`config.mk`:
```
export PLATFORM = sky130hd
export DESIGN_NAME = bram_bank_writer
export DESIGN_NICKNAME = d
export VERILOG_FILES = /design/src/rtl/bram_pkg.sv /design/src/rtl/bram_bank_writer.sv
export SDC_FILE = /design/constraint.sdc
export NUM_CORES = 1
export LEC_CHECK = 0
export BUFFER_PORTS_ARGS = -buffer_cell sky130_fd_sc_hd__buf_4
export CAP_MARGIN = 20
export CORE_MARGIN = 3
export CORE_UTILIZATION = 26
export CTS_CLUSTER_DIAMETER = 100
export DETAILED_ROUTE_END_ITERATION = 16
export HOLD_SLACK_MARGIN = 0.08
export MAX_ROUTING_LAYER = met4
export SLEW_MARGIN = 40
export SYNTH_ARGS = -nofsm -noshare
export SYNTH_HDL_FRONTEND = slang
export SYNTH_SLANG_ARGS = --single-unit
```
`constraint.sdc`:
```
create_clock -name clock -period 5.65 [get_ports clock]
set_input_delay 1.13 -clock clock [delete_from_list [all_inputs] [get_ports clock]]
set_output_delay 1.13 -clock clock [all_outputs]
set_load 0.02 [all_outputs]
```
`src/rtl/bram_pkg.sv`:
```
// Shared types and default geometry for the banked BRAM block and its write sequencer.
package bram_pkg;

  localparam int BRAM_ADDR_WIDTH_DEF = 10;
  localparam int BANK_DATA_WIDTH_DEF = 8;
  localparam int BANK_CNT_DEF        = 4;

  typedef enum logic [1:0] {
    IDLE = 2'd0,
    FILL = 2'd1,
    PAD  = 2'd2,
    DONE = 2'd3
  } writer_state_t;

endpackage

```
`src/rtl/bram_bank_writer.sv`:
```
// Scatters a valid/ready byte stream round-robin across BANK_CNT banks at a shared word
// address, padding the final partial word and counting words per frame.
module bram_bank_writer
  import bram_pkg::*;
#(
  parameter int BRAM_ADDR_WIDTH = BRAM_ADDR_WIDTH_DEF,
  parameter int BANK_DATA_WIDTH = BANK_DATA_WIDTH_DEF,
  parameter int BANK_CNT        = BANK_CNT_DEF,
  parameter logic [BANK_DATA_WIDTH-1:0] PAD_VALUE = '0
) (
  input  logic                       clock,
  input  logic                       reset_n,
  input  logic                       start,
  input  logic [BRAM_ADDR_WIDTH-1:0] base_addr,
  input  logic                       s_valid,
  output logic                       s_ready,
  input  logic [BANK_DATA_WIDTH-1:0] s_data,
  input  logic                       s_last,
  output logic [BRAM_ADDR_WIDTH-1:0] wr_addr,
  output logic [BANK_CNT-1:0]        wr_en,
  output logic [BANK_DATA_WIDTH-1:0] din,
  output logic                       busy,
  output logic                       done,
  output logic [BRAM_ADDR_WIDTH:0]   word_count,
  output logic                       overflow
);

  localparam int SEL_W = (BANK_CNT > 1) ? $clog2(BANK_CNT) : 1;
  localparam logic [SEL_W-1:0]           SEL_LAST  = SEL_W'(BANK_CNT - 1);
  localparam logic [SEL_W-1:0]           SEL_ONE   = SEL_W'(1);
  localparam logic [BRAM_ADDR_WIDTH-1:0] ADDR_ONE  = BRAM_ADDR_WIDTH'(1);
  localparam logic [BRAM_ADDR_WIDTH:0]   CNT_ONE   = (BRAM_ADDR_WIDTH + 1)'(1);
  localparam logic [BRAM_ADDR_WIDTH:0]   CNT_LIMIT = CNT_ONE << BRAM_ADDR_WIDTH;

  writer_state_t state_reg, state_next;

  logic [SEL_W-1:0]           bank_sel_reg, bank_sel_next;
  logic [BRAM_ADDR_WIDTH-1:0] cur_addr_reg, cur_addr_next;
  logic [BRAM_ADDR_WIDTH:0]   word_cnt_reg, word_cnt_next;
  logic                       overflow_reg, overflow_next;

  logic [BRAM_ADDR_WIDTH-1:0] wr_addr_reg;
  logic [BANK_CNT-1:0]        wr_en_reg;
  logic [BANK_DATA_WIDTH-1:0] din_reg;
  logic                       done_reg;
  logic [BRAM_ADDR_WIDTH:0]   word_count_reg;

  logic                accept;
  logic                write_byte;
  logic                pad_write;
  logic                word_end;
  logic [BANK_CNT-1:0] sel_hot;

  assign accept     = s_valid && (state_reg == FILL);
  assign write_byte = accept && !overflow_reg;
  assign pad_write  = (state_reg == PAD);
  assign word_end   = (write_byte || pad_write) && (bank_sel_reg == SEL_LAST);

  genvar gi;
  generate
    for (gi = 0; gi < BANK_CNT; gi++) begin : g_hot
      assign sel_hot[gi] = (bank_sel_reg == SEL_W'(gi));
    end
  endgenerate

  always_ff @(posedge clock or negedge reset_n) begin
    if (!reset_n) begin
      state_reg <= IDLE;
    end else begin
      state_reg <= state_next;
    end
  end

  always_comb begin
    state_next = state_reg;
    case (state_reg)
      IDLE: if (start) state_next = FILL;
      FILL: begin
        if (accept && s_last) begin
          state_next = (overflow_reg || bank_sel_reg == SEL_LAST) ? DONE : PAD;
        end
      end
      PAD:  if (bank_sel_reg == SEL_LAST) state_next = DONE;
      DONE: state_next = IDLE;
      default: state_next = IDLE;
    endcase
  end

  always_comb begin
    s_ready = (state_reg == FILL);
    busy    = (state_reg != IDLE);
  end

  // Once the address space is exhausted, further bytes are accepted but never written.
  always_comb begin
    bank_sel_next = bank_sel_reg;
    cur_addr_next = cur_addr_reg;
    word_cnt_next = word_cnt_reg;
    overflow_next = overflow_reg;
    if (state_reg == IDLE && start) begin
      bank_sel_next = '0;
      cur_addr_next = base_addr;
      word_cnt_next = '0;
      overflow_next = 1'b0;
    end else if (write_byte || pad_write) begin
      if (word_end) begin
        bank_sel_next = '0;
        cur_addr_next = cur_addr_reg + ADDR_ONE;
        word_cnt_next = word_cnt_reg + CNT_ONE;
        if (write_byte && !s_last && (word_cnt_reg + CNT_ONE) == CNT_LIMIT) begin
          overflow_next = 1'b1;
        end
      end else begin
        bank_sel_next = bank_sel_reg + SEL_ONE;
      end
    end
  end

  always_ff @(posedge clock or negedge reset_n) begin
    if (!reset_n) begin
      bank_sel_reg <= '0;
      cur_addr_reg <= '0;
      word_cnt_reg <= '0;
      overflow_reg <= 1'b0;
    end else begin
      bank_sel_reg <= bank_sel_next;
      cur_addr_reg <= cur_addr_next;
      word_cnt_reg <= word_cnt_next;
      overflow_reg <= overflow_next;
    end
  end

  always_ff @(posedge clock or negedge reset_n) begin
    if (!reset_n) begin
      wr_addr_reg    <= '0;
      wr_en_reg      <= '0;
      din_reg        <= '0;
      done_reg       <= 1'b0;
      word_count_reg <= '0;
    end else begin
      wr_en_reg <= '0;
      done_reg  <= (state_reg == DONE);
      if (write_byte) begin
        wr_en_reg   <= sel_hot;
        wr_addr_reg <= cur_addr_reg;
        din_reg     <= s_data;
      end else if (pad_write) begin
        wr_en_reg   <= sel_hot;
        wr_addr_reg <= cur_addr_reg;
        din_reg     <= PAD_VALUE;
      end
      if (state_reg == DONE) begin
        word_count_reg <= word_cnt_reg;
      end
    end
  end

  assign wr_addr    = wr_addr_reg;
  assign wr_en      = wr_en_reg;
  assign din        = din_reg;
  assign done       = done_reg;
  assign word_count = word_count_reg;
  assign overflow   = overflow_reg;

endmodule

```
==> results.json <==
{
  "status": "finished clean",
  "wire_per_inst_microns": 13.7,
  "p_per_area_nw_per_um2": 454,
  "synth-seq-area-share": 0.515,
  "post_cts_buffers": 0,
  "crit_fanout": 28,
  "dp.cells": 453,
  "tns_ps": 0,
  "hold_class": "reg2reg",
  "async_flop_share": 1.00,
  "cts_sinks": 60,
  "cts.htree.levels": 3,
  "synth_edf_count": 0,
  "nets": 359,
  "skew_ps": 4.78,
  "die_area_sq_um": 12500,
  "ys.flop_type": "dfrtp_1",
  "grt_overflow": 0,
  "cts_tree": "built",
  "diodes": 0,
  "place_hpwl_mm": 4.65,
  "die_h_microns": 112,
  "maxSlewViolCount": 0,
  "timing_hold_violations_final": 0,
  "hp-start": "wr_addr[7]",
  "max_cap_viol_count": 0,
  "reg2reg_slack_ps": 3300,
  "ioPinCount": 60,
  "post-route-min-period_ps": 2470,
  "rows": 38,
  "critPathCaptureType": "flip-flop",
  "wl_mm": 6.42,
  "vias": 2173,
  "core_sq_um": 10900,
  "ys_top_cells_by_area": "dfrtp_1 52%, mux2_2 8.5%, ha_1 5.2%",
  "cts_resized": 0,
  "cts_hold_buf": 0,
  "power.leakage_nw": 1.72,
  "clk_pin_slew_ps": 70,
  "yosysTopAreaCellShare": 0.515,
  "syn_inst": 269,
  "critPathArrivalTime_ps": 2710,
  "cp-startpoint": "s_valid",
  "portBuffers": 59,
  "ant_nets": 0,
  "ir_drop_v": 0.000213,
  "grt_start_max_net_pins": 61,
  "final_cells": 468,
  "postSynthAreaPerCell_sq_um": 10.8,
  "grt_pass1_wl_mm": 11.0,
  "post-synth-top-area-cell": "dfrtp_1",
  "maxClockFrequency_ghz": 0.405,
  "synthesis.nets": 304,
  "reg2reg_depth": 6,
  "cp-start-kind": "input port",
  "path_class": "in2reg",
  "fin_crit_sh": 0.437,
  "reg2reg_from": "state_reg[1]",
  "ys_types": 46,
  "rsz0062_at_grt": "false",
  "die_w_microns": 112,
  "syn_area_sq_um": 2920,
  "drive_gt1_frac": 0.326,
  "cts_buffers": 9,
  "antenna_found_initial": 0,
  "synth_warnings": 0,
  "drtIter0Drc": 130,
  "gp_congestion": 0.821,
  "drc": 0,
  "regToRegEndpoint": "word_cnt_reg[9]",
  "area_growth_syn_to_layout_pct": 25.2,
  "fill_cells": 1089,
  "initial_utilization": 0.268,
  "cts_buffer_depth": 2,
  "grtUsageTotal": 0.111,
  "required_ps": 5900,
  "dr.pass1.iters": 4,
  "setup_viol": 0,
  "worst_pin_slew_ps": 697,
  "ys_seq_elements": 60,
  "grt_pass1_vias": 2169,
  "endpoint": "word_cnt_reg[9]",
  "maxSlewHeadroom": 0.535,
  "clock_latency_ps": 330,
  "root_buffer": "clkbuf_8",
  "routed_via_density": 4.64
}
## cells by family (layout without fill, tap and decap cells)
family	after synthesis	after routing	synth area share
buffers and inverters	24	83	0.0339
multiplexers	24	24	0.0918
AO/OA/AOI/OAI	57	57	0.124
XOR/XNOR	14	14	0.0421
adder cells (fa/ha/maj)	12	12	0.0515
flip-flops	60	60	0.515
AND/OR/NAND/NOR	78	78	0.142
## stage by stage
stage,hold WS [ps],setup slack (ps),util,power [W],instance area (sq um)
final,507,3180,0.335,0.00166,3650
after global routing,532,3070,0.335,0.00179,3650
after CTS,514,3180,0.335,0.00169,3650
after detailed placement,498,2830,0.319,0.00134,3470
after global placement,494,2530,0.319,0.00132,3470
after floorplan,490,3320,-,0.00109,2920
## per-layer routing
| metal | wire (microns) | global-route usage | vias to the layer above |
|---|---|---|---|
| li1 | - | - | 1055 |
| met1 | 3120 | 0.156 | 1060 |
| met5 | 0 | - | - |
| met4 | 37 | 0.0341 | 0 |
| met3 | 382 | 0.0353 | 2 |
| met2 | 2880 | 0.153 | 56 |
## critical path, cell delays in order
cell and delay (ps):
buf_4 80, and3b_2 470, o21ai_2 290, or4_1 570, a21oi_1 160
## cell usage in the layout, fill, tap and decap left out, types with 2 or more instances in the layout
cell	n
a21oi_1	7
or4_1	2
mux2_2	22
a31oi_1	5
nand3_1	3
dfrtp_1	60
nor2_1	13
nor2b_1	3
xor2_1	11
mux2i_1	2
ha_1	12
inv_1	8
nand2_1	30
and3_1	5
xnor2_1	3
o21ai_0	23
o31ai_1	4
clkbuf_8	11
nand4_1	3
or3_1	9
o211ai_1	6
buf_4	58
clkinv_2	2
clkinvlp_4	2
## synth_stat cells, types with 2 or more instances
master     n
nand4_1    3
nor2b_1    3
ha_1      12
or3_1      9
or4_1      2
mux2i_1    2
clkbuf_1  10
nand2_1   30
a21oi_1    7
and3_1     5
xor2_1    11
o211ai_1   6
xnor2_1    3
nand3_1    3
inv_1      8
mux2_2    22
o31ai_1    4
buf_2      4
dfrtp_1   60
nor2_1    13
a31oi_1    5
o21ai_0   23
## layout make-up
cell class | instances | area, sq um | share of cell area
Timing Repair Buffer | 59 | 447 | 0.122
Sequential cell | 60 | 1500 | 0.411
Multi-Input combinational cell | 185 | 1320 | 0.361
Clock inverter | 4 | 25.0 | 0.00685
Inverter | 9 | 33.8 | 0.00925
Tap cell | 140 | 175 | 0.0480
Clock buffer | 11 | 151 | 0.0415
## how the worst min path moves through the flow
stage          cells past startpoint    endpoint  slack (ps)
6_report                           1  wr_addr[7]         510
5_1_grt                            1  wr_addr[7]         530
4_1_cts                            1  wr_addr[7]         510
3_5_place_dp                       1  wr_addr[7]         500
3_3_place_gp                       1  wr_addr[7]         490
2_1_floorplan                      1  wr_addr[9]         490
## power by group
group,switching (W),internal [W],total (W)
clock,0.000163,0.000179,0.000342
sequential,0.000105,0.000564,0.000669
combinational,0.000358,0.000288,0.000646
No activity file was read; power rests on OpenSTA's default activity.
